===== config.mk =====
export PLATFORM = sky130hd
export DESIGN_NAME = learntc_slot_alloc
export DESIGN_NICKNAME = d
export VERILOG_FILES = /design/src/rtl/sat_cfg_pkg.sv /design/src/rtl/len_max_tracker.sv /design/src/rtl/learntc_slot_alloc.sv
export SDC_FILE = /design/constraint.sdc
export NUM_CORES = 1
export LEC_CHECK = 0
export CAP_MARGIN = 10
export CORE_MARGIN = 1.5
export CORE_UTILIZATION = 45
export DETAILED_ROUTE_END_ITERATION = 6
export PLACE_DENSITY_LB_ADDON = 0.2
export SLEW_MARGIN = 10
export SYNTH_ARGS = -nofsm -noshare
export SYNTH_HDL_FRONTEND = slang
export SYNTH_HIERARCHICAL = 1
export SYNTH_SLANG_ARGS = --single-unit

===== constraint.sdc =====
create_clock -name clk -period 3.65 [get_ports clk]
set_input_delay 0.5475 -clock clk [delete_from_list [all_inputs] [get_ports clk]]
set_output_delay 0.5475 -clock clk [all_outputs]
set_load 0.05 [all_outputs]

===== src/rtl/sat_cfg_pkg.sv =====
// Shared configuration for the learnt-clause slot allocator: FSM states,
// default clause-length width, the empty-slot marker and slot-length extraction.
package sat_cfg_pkg;

    localparam int WIDTH_C_LEN_DEF = 4;
    localparam int EMPTY_LEN       = 0;

    // Upper bounds of the padded vector that slot_len() accepts.
    localparam int MAX_SLOTS = 64;
    localparam int MAX_LEN_W = 8;

    typedef enum logic [1:0] {
        IDLE,
        SCAN,
        WRITE,
        DONE
    } state_e;

    // Length of slot idx from a flat vector of len_w-bit fields (len_w <= MAX_LEN_W).
    function automatic logic [MAX_LEN_W-1:0] slot_len(
        input logic [MAX_SLOTS*MAX_LEN_W-1:0] flat,
        input int unsigned                    idx,
        input int unsigned                    len_w
    );
        logic [MAX_SLOTS*MAX_LEN_W-1:0] w_shifted;
        w_shifted = flat >> (idx * len_w);
        return w_shifted[MAX_LEN_W-1:0] & MAX_LEN_W'((32'd1 << len_w) - 32'd1);
    endfunction

endpackage


===== src/rtl/len_max_tracker.sv =====
// Registered running maximum of clause length with the index where it was seen.
// Strict '>' keeps the lowest index on ties.
module len_max_tracker #(
    parameter int LEN_W = 4,
    parameter int IDX_W = 4
) (
    input  logic             clk,
    input  logic             rst,
    input  logic             i_clr,
    input  logic             i_en,
    input  logic             i_elig,
    input  logic [LEN_W-1:0] i_len,
    input  logic [IDX_W-1:0] i_idx,
    output logic [LEN_W-1:0] o_best_len,
    output logic [IDX_W-1:0] o_best_idx,
    output logic             o_best_vld
);

    logic [LEN_W-1:0] r_best_len;
    logic [IDX_W-1:0] r_best_idx;
    logic             r_best_vld;

    // NOTE: sequential state uses non-blocking assignments so every register
    // samples the pre-edge values, independent of statement order.
    always_ff @(posedge clk or negedge rst) begin
        if (!rst) begin
            r_best_len <= '0;
            r_best_idx <= '0;
            r_best_vld <= 1'b0;
        end else if (i_clr) begin
            r_best_len <= '0;
            r_best_idx <= '0;
            r_best_vld <= 1'b0;
        end else if (i_en && i_elig && (!r_best_vld || (i_len > r_best_len))) begin
            r_best_len <= i_len;
            r_best_idx <= i_idx;
            r_best_vld <= 1'b1;
        end
    end

    assign o_best_len = r_best_len;
    assign o_best_idx = r_best_idx;
    assign o_best_vld = r_best_vld;

endmodule


===== src/rtl/learntc_slot_alloc.sv =====
// Learnt-clause slot allocator: passes controller write enables through in IDLE and,
// on an add request, scans the learnt region and issues one one-hot write.
// Optional macro LEARNTC_LOCK_EN excludes locked (reason) slots from replacement.
module learntc_slot_alloc
    import sat_cfg_pkg::*;
#(
    parameter int NUM_CLAUSES = 16,
    parameter int NUM_ORIGIN  = 8,
    parameter int WIDTH_C_LEN = WIDTH_C_LEN_DEF
) (
    input  logic                               clk,
    input  logic                               rst,
    input  logic [NUM_CLAUSES-1:0]             wr_i,
    output logic [NUM_CLAUSES-1:0]             wr_o,
    input  logic [NUM_CLAUSES*WIDTH_C_LEN-1:0] clause_len_i,
    input  logic                               add_req_i,
    input  logic [WIDTH_C_LEN-1:0]             add_len_i,
    output logic                               add_ack_o,
    output logic                               add_rej_o,
    output logic [$clog2(NUM_CLAUSES)-1:0]     add_idx_o,
    output logic                               replaced_o,
    output logic                               busy_o,
    input  logic [NUM_CLAUSES-1:0]             locked_i
);

    localparam int IDX_W      = $clog2(NUM_CLAUSES);
    localparam int NUM_LEARNT = NUM_CLAUSES - NUM_ORIGIN;
    localparam int FLAT_W     = MAX_SLOTS * MAX_LEN_W;

    state_e                  r_state;
    logic [IDX_W-1:0]        r_ptr;
    logic [IDX_W-1:0]        r_tgt_idx;
    logic [WIDTH_C_LEN-1:0]  r_add_len;
    logic                    r_empty_found;
    logic                    r_scan_end;
    logic [NUM_CLAUSES-1:0]  r_wr;
    logic                    r_ack;
    logic                    r_rej;
    logic [IDX_W-1:0]        r_idx;
    logic                    r_replaced;
    logic                    r_busy;

    logic [FLAT_W-1:0]       w_len_flat;
    logic [WIDTH_C_LEN-1:0]  w_cur_len;
    logic                    w_slot_empty;
    logic                    w_elig;
    logic                    w_trk_clr;
    logic                    w_trk_en;
    logic [WIDTH_C_LEN-1:0]  w_best_len;
    logic [IDX_W-1:0]        w_best_idx;
    logic                    w_best_vld;

    assign w_len_flat   = FLAT_W'(clause_len_i);
    assign w_cur_len    = WIDTH_C_LEN'(slot_len(w_len_flat, 32'(r_ptr), WIDTH_C_LEN));
    assign w_slot_empty = (w_cur_len == WIDTH_C_LEN'(EMPTY_LEN));

`ifdef LEARNTC_LOCK_EN
    assign w_elig = ~locked_i[r_ptr];
`else
    // locked_i is read but has no influence in this build.
    assign w_elig = ~(|(locked_i & '0));
`endif

    assign w_trk_clr = (r_state == IDLE) && add_req_i;
    assign w_trk_en  = (r_state == SCAN) && !r_scan_end && !w_slot_empty;

    len_max_tracker #(
        .LEN_W (WIDTH_C_LEN),
        .IDX_W (IDX_W)
    ) u_tracker (
        .clk        (clk),
        .rst        (rst),
        .i_clr      (w_trk_clr),
        .i_en       (w_trk_en),
        .i_elig     (w_elig),
        .i_len      (w_cur_len),
        .i_idx      (r_ptr),
        .o_best_len (w_best_len),
        .o_best_idx (w_best_idx),
        .o_best_vld (w_best_vld)
    );

    // The last slot's contribution lands in the tracker one cycle later, so a full
    // scan spends one extra SCAN cycle (r_scan_end) judging the final maximum.
    always_ff @(posedge clk or negedge rst) begin
        if (!rst) begin
            r_state       <= IDLE;
            r_ptr         <= '0;
            r_tgt_idx     <= '0;
            r_add_len     <= '0;
            r_empty_found <= 1'b0;
            r_scan_end    <= 1'b0;
            r_wr          <= '0;
            r_ack         <= 1'b0;
            r_rej         <= 1'b0;
            r_idx         <= '0;
            r_replaced    <= 1'b0;
            r_busy        <= 1'b0;
        end else begin
            case (r_state)
                IDLE: begin
                    if (add_req_i) begin
                        r_add_len     <= add_len_i;
                        r_ptr         <= IDX_W'(NUM_ORIGIN);
                        r_empty_found <= 1'b0;
                        r_scan_end    <= 1'b0;
                        r_busy        <= 1'b1;
                        r_state       <= SCAN;
                    end
                end
                SCAN: begin
                    if (r_scan_end) begin
                        if (w_best_vld && (r_add_len < w_best_len)) begin
                            r_tgt_idx <= w_best_idx;
                            r_wr      <= NUM_CLAUSES'(1) << w_best_idx;
                            r_state   <= WRITE;
                        end else begin
                            r_ack      <= 1'b1;
                            r_rej      <= 1'b1;
                            r_replaced <= 1'b0;
                            r_state    <= DONE;
                        end
                    end else if (w_slot_empty) begin
                        r_tgt_idx     <= r_ptr;
                        r_empty_found <= 1'b1;
                        r_wr          <= NUM_CLAUSES'(1) << r_ptr;
                        r_state       <= WRITE;
                    end else if (r_ptr == IDX_W'(NUM_CLAUSES - 1)) begin
                        r_scan_end <= 1'b1;
                    end else begin
                        r_ptr <= r_ptr + 1'b1;
                    end
                end
                WRITE: begin
                    r_wr       <= '0;
                    r_ack      <= 1'b1;
                    r_rej      <= 1'b0;
                    r_idx      <= r_tgt_idx;
                    r_replaced <= ~r_empty_found;
                    r_state    <= DONE;
                end
                DONE: begin
                    r_ack   <= 1'b0;
                    r_busy  <= 1'b0;
                    r_state <= IDLE;
                end
                default: r_state <= IDLE;
            endcase
        end
    end

    assign wr_o       = (r_state == IDLE) ? wr_i : r_wr;
    assign add_ack_o  = r_ack;
    assign add_rej_o  = r_rej;
    assign add_idx_o  = r_idx;
    assign replaced_o = r_replaced;
    assign busy_o     = r_busy;

    initial assert (NUM_LEARNT >= 1);

endmodule


---- Word level (Yosys, flattened, before mapping) ----
Index checks and enable logic that the tools add are counted.
word-level totals
  bits in registers ....................... 49
  input port bits ......................... 103
  output and inout bits ................... 24
  logic and storage cells ................. 104
cells by class
  $add $sub $neg .......................... 1
  $lt $le $gt $ge ......................... 2
  equal/unequal tests ..................... 14
  shift-type cells ........................ 3
  mux-type cells .......................... 41
  bitwise gates (word level) .............. 1
  reduce and logical (&&, ||, !) cells .... 27
operators by type and width
  cell                                                                 count
  16-bit two-way mux                                                   4
  64-bit by 6-bit >> shifter with 4-bit output                         1
  4-bit two-way mux                                                    11
  16-bit one-hot mux with 2 select lines                               1
  1-bit by 4-bit left shift with 16-bit output (first input constant)  2
  1-bit two-way mux                                                    14
  2-bit inequality test (second input constant)                        7
  3-bit AND reduction                                                  4
  1-bit one-hot mux with 2 select lines                                5
  2-bit nonzero test                                                   5
  2-bit one-hot mux with 4 select lines                                1
  4-bit one-hot mux with 2 select lines                                1
  2-bit AND reduction                                                  4
  2-bit two-way mux                                                    3
  1-bit logical AND                                                    5
  5-bit AND reduction                                                  1
  4-bit by 1-bit adder with 4-bit output (second input constant)       1
  2-bit equality test (second input constant)                          2
  4-bit equality test (second input constant)                          1
  4-bit greater-than comparator                                        1
  4-bit zero test                                                      1
  4-bit < comparator                                                   1
  4-bit AND reduction                                                  1
  1-bit zero test                                                      3
  9 further kinds                                                      9

---- Longest topological paths before layout ----
Gate-level depths: netlist of the first run.
  depth after elaboration ................. 7
  mapped depth ............................ 10
  gate-level depth less buffers ........... 9

---- By module ----
The synthesis of the first run kept the hierarchy.
by module, submodules not included
  module              times used  cells an instance  area each (um^2)
  learntc_slot_alloc  1           266                2859.0
  len_max_tracker     1           52                 550.5

---- Worst setup path after synthesis of the first run ----
OpenSTA, ideal clock, no wires.
  path kind ............................... reg2reg
  start ................................... register r_ptr[0]
  end ..................................... register r_wr[10]
  library setup time ...................... 125 ps
  arrival ................................. 2854 ps
  path slack .............................. 671 ps
  cell stages (with the launch flop) ...... 11
  cell sequence ........................... dfrtp_1 buf_6 mux4_2 a22oi_1 nand3_2 nor4_4 nor3_2 or3_1 buf_6 buf_6 mux2_4
between the ends
  word-level cells in the longest chain between the ends .. 4
  elaborated cells between the ends (all ways) .. 8
RTL lines
  item                                          line                       text
  start, declared                               learntc_slot_alloc.sv:31   logic [IDX_W-1:0] r_ptr;
  start signal, assigned                        learntc_slot_alloc.sv:104  r_ptr <= IDX_W'(NUM_ORIGIN);
  start signal, assigned                        learntc_slot_alloc.sv:131  r_ptr <= r_ptr + 1'b1;
  64-bit by 6-bit >> shifter with 4-bit output  sat_cfg_pkg.sv:26          w_shifted = flat >> (idx * len_w);
  net w_cur_len[2]                              learntc_slot_alloc.sv:44   logic [WIDTH_C_LEN-1:0] w_cur_len;
  4-bit zero test                               learntc_slot_alloc.sv:55   assign w_slot_empty = (w_cur_len == WIDTH_C_LEN'(EMPTY_LEN));
  3-bit inequality test (no source line)        -
  3-bit AND reduction (no source line)          -
  end signal, assigned                          learntc_slot_alloc.sv:115  r_wr <= NUM_CLAUSES'(1) << w_best_idx;
  end signal, assigned                          learntc_slot_alloc.sv:126  r_wr <= NUM_CLAUSES'(1) << r_ptr;
  end, declared                                 learntc_slot_alloc.sv:36   logic [NUM_CLAUSES-1:0] r_wr;
The timed path passes the listed nets, and every way through them passes these cells. The select of a mux whose other input is x is not followed.
A chain may end at the register's enable or synchronous reset.

---- Final worst setup path of the first run ----
  start ................................... register r_state[0]
  end ..................................... output port wr_o[2]
between the ends
  word-level cells in the longest chain between the ends .. 2
RTL lines
  item                    line                       text
  start, declared         learntc_slot_alloc.sv:30   state_e r_state;
  start signal, assigned  learntc_slot_alloc.sv:87   r_state <= IDLE;
  start signal, assigned  learntc_slot_alloc.sv:108  r_state <= SCAN;
  start signal, assigned  learntc_slot_alloc.sv:116  r_state <= WRITE;
  2-bit zero test         learntc_slot_alloc.sv:152  assign wr_o = (r_state == IDLE) ? wr_i : r_wr;
  16-bit two-way mux      learntc_slot_alloc.sv:152
  end, declared           learntc_slot_alloc.sv:14   output logic [NUM_CLAUSES-1:0] wr_o,
Every way passes these cells.

==> results_dict.tcl, run 1 <==
set metrics [dict create \
    hpwl_mm 6.26 \
    fin_nets 541 \
    r2r_end "r_wr[9]" \
    h-tree-depth 2 \
    synth.most_common_cell "dfrtp_1" \
    path_buf_inv 2 \
    clock_skew_ps 3.51 \
    drt_iter0_drc 103 \
    crit_fanout 17 \
    synth-seq-cells 49 \
    p_leak_nw 2.02 \
    critPathCaptureType "primary output" \
    cp_data_arrival_time_ps 2660 \
    cts_resized 0 \
    worst_pin_slew_ps 939 \
    grtUsageMet3_pct 3.30 \
    combPwrFrac_pct 67.1 \
    clkLatencyLatePin_ps 290 \
    grt_use_met2_pct 34.4 \
    die-width_um 90.0 \
    synth_seq_area_share_pct 36.0 \
    grt_overflow 0 \
    post-place-ws_ps 241 \
    routabilityCongestion 0.836 \
    post_cts_buffers 0 \
    grt-busiest-layer "met2" \
    syn_area_sq_um 3410 \
    root_buffer "clkbuf_8" \
    maxSlewHeadroom_pct 37.4 \
    fin_tns_setup_ps 0 \
    grt_pass1_wl_mm 13.5 \
    path_cells "inv_1 > ha_1 > mux2_2 > clkdlybuf4s50_1" \
    min_path_type "primary input to async pin" \
    cts_buffer_depth 2 \
    synth_cell_types 46 \
    dieArea_sq_um 8110 \
    avgSynthCellArea_sq_um 10.7 \
    drv_cap 0 \
    first_pass_iters 4 \
    synth.top_cell.area_share_pct 36.0 \
    fin_crit_ps 3210 \
    fin_ws_ps 441 \
    internal-power_w 0.00199 \
    grt_pass1_vias 2906 \
    viasPerCell 5.36 \
    final_antenna_net_count 0 \
    power_density_nw_per_um2 794 \
    grt_util_met1_pct 27.2 \
    cts.sinks 49 \
    io_buffers 110 \
    ys.flop_type "dfrtp_1" \
    synth_largest_area_cell "dfrtp_1" \
    sw_frac_of_total_pct 46.6 \
    dieHeight_um 90.0 \
    regToRegStartpoint "r_ptr[0]" \
    hold_buffers 0 \
    slowest_delay_ps 710 \
    crit_family "buffers and inverters" \
    seqPwrFrac_pct 24.3 \
    synthArstFlopShare_pct 100 \
    rows 31 \
    dr_total_vias 2807 \
    max_freq_ghz 0.312 \
    hold_viol_final 0 \
    power_frac_clock_pct 8.7 \
    rsz0062_at_grt "false" \
    drv_slew 0 \
    clk_pin_slew_ps 80 \
    criticalPathCategory "flip-flop to primary output" \
    route.detailed.drc 0 \
    post_drt_wl_per_cell_um 15.3 \
    antenna_found_initial 0 \
    grt_usage_pct 20.3 \
    cpMaxStageDelayCell "clkdlybuf4s50_1" \
    ir_worst_vdd_mv 0.337 \
    design.core.area_sq_um 7290 \
    yosys_warnings 6 \
    status "finished clean" \
    drive_above_1_share_pct 19.8 \
    r2r_slack_ps 470 \
    reg2reg_depth 9 \
    switchingPower_w 0.00173 \
    grt_max_degree 42 \
    antenna_cells 0 \
    yosys-top-cells-count "dfrtp_1, mux2_2, nor2_1" \
    synth_top_cells_by_area "dfrtp_1, mux4_2, mux2_2" \
    cts_tree "yes" \
    synth_edf_count 0 \
    wl_mm 8.01 \
    syn2layout_area_growth_pct 37.5 \
    start_util_pct 46.8 \
    timing.final.crit_share_pct 87.9 \
    finalSetupViolations 0 \
    setup.worst_path.start_class "flip-flop" \
    io_pins 127 \
    syn_inst 318 \
    cts_buffers 5 \
    required_ps 3100 \
]
## layout make-up
class | instances | area, sq um
Fill cell | 642 | 2600
Multi-Input combinational cell | 234 | 2030
Sequential cell | 49 | 1230
Timing Repair Buffer | 118 | 1160
Tap cell | 99 | 124
Clock buffer | 6 | 82.6
Inverter | 17 | 63.8
Clock inverter | 1 | 7.51
## per-layer routing
layer  share of wire, %  routed length [um]
met2                 49                3940
met5                  0                   0
met4                1.2                 100
met3                4.3                 343
met1                 45                3620
## flip-flops by register name, summed over array words and instances, names as in the netlist, 2 cells and up
signal / flops
add_idx_o: 4
r_wr: 16
r_state: 2
u_tracker/o_best_len: 4
r_ptr: 4
r_add_len: 4
r_tgt_idx: 4
u_tracker/o_best_idx: 4
## worst max path at each step
stage / start / to / cells past startpoint
4_1_cts: r_state[0] / wr_o[2] / 4
6_report: r_state[0] / wr_o[2] / 4
5_1_grt: r_state[0] / wr_o[2] / 4
3_3_place_gp: clause_len_i[15] / r_wr[6] / 9
3_5_place_dp: clause_len_i[11] / r_wr[8] / 9
2_1_floorplan: r_ptr[0] / r_wr[10] / 10
## kinds of logic (layout without fill, tap and decap cells)
family,Yosys count,in the layout,synth area share [%]
compound gates,46,46,9.98
fa+ha+maj,13,13,4.77
buf+inv,36,142,4.66
flops,49,49,36.0
mux,68,68,28.4
other cells,1,2,0.110
simple gates,105,105,16.1
## cells in the final DEF (no fill, tap or decap), types with 2 or more instances in the layout
cell / netlist / layout
ha_1: 13 / 13
a211oi_1: 2 / 2
a22oi_1: 5 / 5
mux2_4: 10 / 10
nor3b_1: 3 / 3
nand2_1: 16 / 16
clkbuf_8: 0 / 6
mux4_2: 16 / 16
or2_2: 3 / 3
a32oi_1: 2 / 2
a21o_1: 3 / 3
nand3_1: 12 / 12
nand2b_1: 24 / 24
a31oi_1: 5 / 5
buf_4: 0 / 8
nor2b_1: 3 / 3
a21oi_1: 4 / 4
conb_1: 1 / 2
mux2_2: 30 / 30
dfrtp_1: 49 / 49
inv_1: 16 / 16
nor3_1: 5 / 5
o21ai_0: 12 / 12
nor2_1: 29 / 29
mux2i_1: 12 / 12
nor4_1: 3 / 3
o221a_2: 4 / 4
clkdlybuf4s50_1: 0 / 109
## worst register-to-register path, stage by stage (launching register included)
cell	delay (ps)
dfrtp_1	350
buf_4	300
mux4_2	560
a22oi_1	240
nand3_1	220
nor4_4	350
nor3_2	130
or3_1	380
buf_4	220
mux2_4	320
## power by group through the flow
stage,Clock (W),Combinational (W),Sequential [W]
6_report,0.000323,0.00250,0.000904
5_1_grt,0.000362,0.00272,0.000929
4_1_cts,0.000334,0.00251,0.000903
3_5_place_dp,0,0.00250,0.000911
3_3_place_gp,0,0.00245,0.000906
2_1_floorplan,0,0.00182,0.000974
## per-stage QoR
stage                     power [W]  hold WS [ps]  instance area, sq um  utilization, %  cells
after floorplan             0.00280           252                  3410               -    319
after global placement      0.00335           494                  4600            63.1    517
after global routing        0.00401           451                  4690            64.3    524
after CTS                   0.00375           413                  4690            64.3    524
final                       0.00372           393                  4690            64.3    524
after detailed placement    0.00341           497                  4600            63.1    517
Power figures use the tool's default switching activity.
==> inputs of run 2 (changes only) <==
Settings changed: CORE_UTILIZATION 45 to 60, DONT_BUFFER_PORTS set to 1.
==> run 2 against run 1 <==
  * Fmax is 7.5% lower
  * Clock power is 3% lower
  * Critical path type is now flip-flop to flip-flop
  * Sequential power increased by 14%
  * Largest power group unchanged
==> results_dict.tcl, run 2 (synthesis results as in run 1) <==
set metrics [dict create \
    sw_frac_of_total_pct 49.7 \
    grt_usage_pct 24.8 \
    max_freq_ghz 0.288 \
    timing.final.crit_share_pct 95.1 \
    hold_viol_final 0 \
    layout_common_cells "dfrtp_1, mux2_2, nor2_1" \
    finalSetupViolations 0 \
    clock_skew_ps 9.83 \
    crit_family "simple AND/OR/NAND/NOR gates" \
    grt_pass1_wl_mm 11.7 \
    crit_fanout 17 \
    place_inst 379 \
    n_fill_cell 426 \
    cts_buffers 5 \
    top_register "r_wr" \
    layout_commonest_cell "dfrtp_1" \
    drv_slew 0 \
    criticalPathCategory "flip-flop to flip-flop" \
    status "finished clean" \
    seqPwrFrac_pct 30.2 \
    cts_tree "yes" \
    viasPerCell 6.22 \
    fin_tns_setup_ps 0 \
    fin_cells 388 \
    post_cts_buffers 0 \
    cts_buffer_depth 2 \
    drt_iter0_drc 115 \
    grt_overflow 0 \
    ir_worst_vdd_mv 0.471 \
    min_path_type "primary input to async pin" \
    fin_nets 431 \
    grt_pass1_vias 2425 \
    final_antenna_net_count 0 \
    path_cells "buf_4 > mux4_2 > a22oi_1 > nand3_1 > nor4_4 > nor3_2 > or3_1 > mux2_4" \
    antenna_found_initial 0 \
    io_pins 127 \
    largest_reg_flops 16 \
    endpoint "r_wr[15]" \
    routabilityCongestion 0.926 \
    io_buffers 0 \
    syn2layout_area_growth_pct 4.73 \
    cpMaxStageDelayCell "or3_1" \
    antenna_cells 0 \
    post_drt_wl_per_cell_um 18.4 \
    switchingPower_w 0.00170 \
    rsz0062_at_grt "false" \
    cp_data_arrival_time_ps 3670 \
    internal-power_w 0.00172 \
    clkLatencyLatePin_ps 310 \
    regToRegStartpoint "r_ptr[0]" \
    grt_max_degree 50 \
    cts_resized 0 \
    fin_util_pct 64.8 \
    first_pass_iters 4 \
    rows 27 \
    p_leak_nw 1.60 \
    reg2reg_depth 8 \
    worst_pin_slew_ps 853 \
    power_frac_clock_pct 9.1 \
    drive_above_1_share_pct 26.3 \
    critPathCaptureType "flip-flop" \
    power_density_nw_per_um2 958 \
    maxSlewHeadroom_pct 43.1 \
    setup.worst_path.start_class "flip-flop" \
    hold_buffers 1 \
    dieHeight_um 78.4 \
    hpwl_mm 5.33 \
    crit_start "r_ptr[0]" \
    die-width_um 78.4 \
    drv_cap 0 \
    required_ps 3850 \
    dieArea_sq_um 6140 \
    combPwrFrac_pct 60.6 \
    slowest_delay_ps 740 \
    dr_total_vias 2413 \
    route.detailed.drc 0 \
    start_util_pct 61.9 \
    path_buf_inv 1 \
    fin_crit_ps 3470 \
    r2r_slack_ps 180 \
    cts.sinks 49 \
    root_buffer "clkbuf_8" \
    r2r_end "r_wr[15]" \
    cp.depth 8 \
    h-tree-depth 2 \
    clk_pin_slew_ps 90 \
    wl_mm 7.14 \
    design.core.area_sq_um 5510 \
]
## run 2: area by class of cell
type	instances	area (sq um)	area share (%)
Multi-Input combinational cell	234	2030	56.8
Sequential cell	49	1230	34.3
Tap cell	72	90.1	2.52
Timing Repair Buffer	8	80.1	2.24
Clock buffer	6	72.6	2.03
Inverter	17	63.8	1.79
Clock inverter	2	10.0	0.280
## run 2: per-layer routing
layer	vias to the layer above	GRT usage (%)	wire, um
li1	1147	-	-
met3	11	5.81	413
met2	94	40.6	3500
met1	1161	33.3	3130
met5	-	0	0
met4	0	6.79	97
## run 2: metrics by stage
step | area (sq um) | total power (W) | hold slack (ps) | setup WS, ps
6_report | 3570 | 0.00342 | 86.1 | 180
5_1_grt | 3570 | 0.00368 | 94.1 | 33.7
4_1_cts | 3570 | 0.00344 | 94.5 | 168
3_5_place_dp | 3460 | 0.00311 | 253 | 192
3_3_place_gp | 3460 | 0.00304 | 253 | 269
2_1_floorplan | 3410 | 0.00280 | 252 | 671
## run 2: worst min-delay path by stage
stage                     startpoint                 endpoint  cells past startpoint  slack [ps]
after floorplan                  rst                add_ack_o                      0         250
after global placement           rst  u_tracker/o_best_len[0]                      0         250
after detailed placement         rst  u_tracker/o_best_len[1]                      0         250
after CTS                        rst                  r_wr[3]                      1          90
after global routing             rst                  r_wr[3]                      1          90
final                            rst                 r_ptr[3]                      1          90
## run 2: power by group through the flow
stage	clock network [W]	logic [W]	registers, W
finish	0.000312	0.00207	0.00103
floorplan	0	0.00182	0.000974
global route	0.000342	0.00227	0.00107
detailed placement	0	0.00206	0.00105
CTS	0.000322	0.00208	0.00104
global placement	0	0.00200	0.00104
==> inputs of run 3 (changes only) <==
Settings changed: SETUP_SLACK_MARGIN set to 0.15.
==> run 3 against run 2 <==
  * First-iteration DRC count is the same
  * Sequential power is essentially flat
  * Combinational power hardly changed
  * Clock power barely moved
  * Design area rose by 0.14%
  * Non-clock buffer count stayed put
  * Die area unchanged
  * Flip-flop and latch count did not move
==> results_dict.tcl, run 3 (synthesis results as in run 1) <==
set metrics [dict create \
    io_pins 127 \
    multi_input_area_sq_um 2030 \
    first_pass_iters 4 \
    clkLatencyLatePin_ps 310 \
    grt_usage_pct 24.8 \
    min_path_type "primary input to async pin" \
    drv_slew 0 \
    fin_nets 431 \
    die-width_um 78.4 \
    criticalPathCategory "flip-flop to flip-flop" \
    rsz0062_at_grt "false" \
    cp_data_arrival_time_ps 3380 \
    clk_pin_slew_ps 90 \
    syn2layout_area_growth_pct 4.88 \
    r2r_end "r_wr[15]" \
    wl_mm 7.15 \
    cts_tree "yes" \
    grt_overflow 0 \
    io_buffers 0 \
    largest_reg_flops 16 \
    finalSetupViolations 0 \
    post-place-ws_ps 192 \
    worst_pin_slew_ps 557 \
    seqCellArea_sq_um 1230 \
    route.detailed.drc 0 \
    drt_iter0_drc 115 \
    status "finished clean" \
    fin_crit_ps 3180 \
    fin_ws_ps 467 \
    grt_max_degree 50 \
    ir_worst_vdd_mv 0.459 \
    cts_buffers 5 \
    antenna_found_initial 0 \
    h-tree-depth 2 \
    required_ps 3850 \
    layout_common_cells "dfrtp_1, mux2_2, nor2_1" \
    crit_fanout 17 \
    design.core.area_sq_um 5510 \
    holdWs_ps 89.8 \
    critPathCaptureType "flip-flop" \
    clock_skew_ps 8.75 \
    maxSlewHeadroom_pct 62.9 \
    n_fill_cell 425 \
    setup.worst_path.start_class "flip-flop" \
    top_register "r_wr" \
    cts.sinks 49 \
    dieHeight_um 78.4 \
    p_leak_nw 1.60 \
    cts_buffer_depth 2 \
    grt_pass1_wl_mm 11.7 \
    final_antenna_net_count 0 \
    grt_pass1_vias 2425 \
    layout_commonest_cell "dfrtp_1" \
    regToRegStartpoint "r_ptr[0]" \
    r2r_slack_ps 470 \
    hold_viol_final 0 \
    rows 27 \
    hpwl_mm 5.33 \
    power_density_nw_per_um2 958 \
    drv_cap 0 \
    drive_above_1_share_pct 26.6 \
    fin_tns_setup_ps 0 \
    antenna_cells 0 \
    viasPerCell 6.24 \
    max_freq_ghz 0.314 \
    start_util_pct 61.9 \
    root_buffer "clkbuf_8" \
    reg2reg_depth 8 \
    dieArea_sq_um 6140 \
    routabilityCongestion 0.926 \
    dr_total_vias 2422 \
    post_drt_wl_per_cell_um 18.4 \
    timing.final.crit_share_pct 87.2 \
]
[run 3: changes by cell type in the layout (fill, tap and decap cells not counted)]
cell | previous run | this run
or3_1 | 1 | 0
or3_4 | 0 | 1
[run 3: worst max-delay path, stage by stage (launching register included)]
cell	delay [ps]
dfrtp_1	350
buf_4	300
mux4_2	540
a22oi_1	230
nand3_1	240
nor4_4	380
nor3_2	130
or3_4	540
mux2_4	340
[run 3: worst max path at each step]
stage / endpoint / depth (start not counted) / from
final: r_wr[15] / 8 / r_ptr[0]
after global routing: r_wr[15] / 8 / r_ptr[0]
after CTS: r_wr[15] / 8 / r_ptr[0]
after detailed placement: r_wr[15] / 8 / r_ptr[0]
after global placement: r_wr[6] / 8 / r_ptr[0]
after floorplan: r_wr[10] / 10 / r_ptr[0]
[run 3: per-layer routing]
metal  share of wire [%]  GRT usage [%]  routed length, um
met1                  44           33.3               3110
met2                  49           40.6               3530
met3                 5.8           5.81                414
met4                 1.2           6.79                 89
met5                   0              0                  0
[run 3: layout make-up]
cell class / count / area share, %
repair buffers: 8 / 2.24
inverters: 17 / 1.78
clock inverters: 2 / 0.280
multi-input cells: 234 / 56.9
flip-flops and latches: 49 / 34.3
well taps: 72 / 2.52
clock buffers: 6 / 2.03
[run 3: metrics by stage]
step | util (%) | total power [W] | instances | instance area [sq um]
floorplan | - | 0.00280 | 319 | 3410
global placement | 62.8 | 0.00304 | 379 | 3460
detailed placement | 62.8 | 0.00311 | 379 | 3460
CTS | 64.8 | 0.00344 | 388 | 3570
global route | 64.9 | 0.00369 | 388 | 3580
finish | 64.9 | 0.00343 | 388 | 3580
[run 3: what timing repair did]
action                                  in CTS  in global routing
hold buffers                                 1                  0
setup buffers                                0                  0
resized for setup                            0                  2
hold endpoints to repair                    49                  0
endpoints found under the setup margin       0                 16
[run 3: report_power, final]
part	internal, W	switching, W	total, W
sequential	0.000719	0.000316	0.00103
clock	0.000133	0.000178	0.000311
combinational	0.000873	0.00121	0.00208
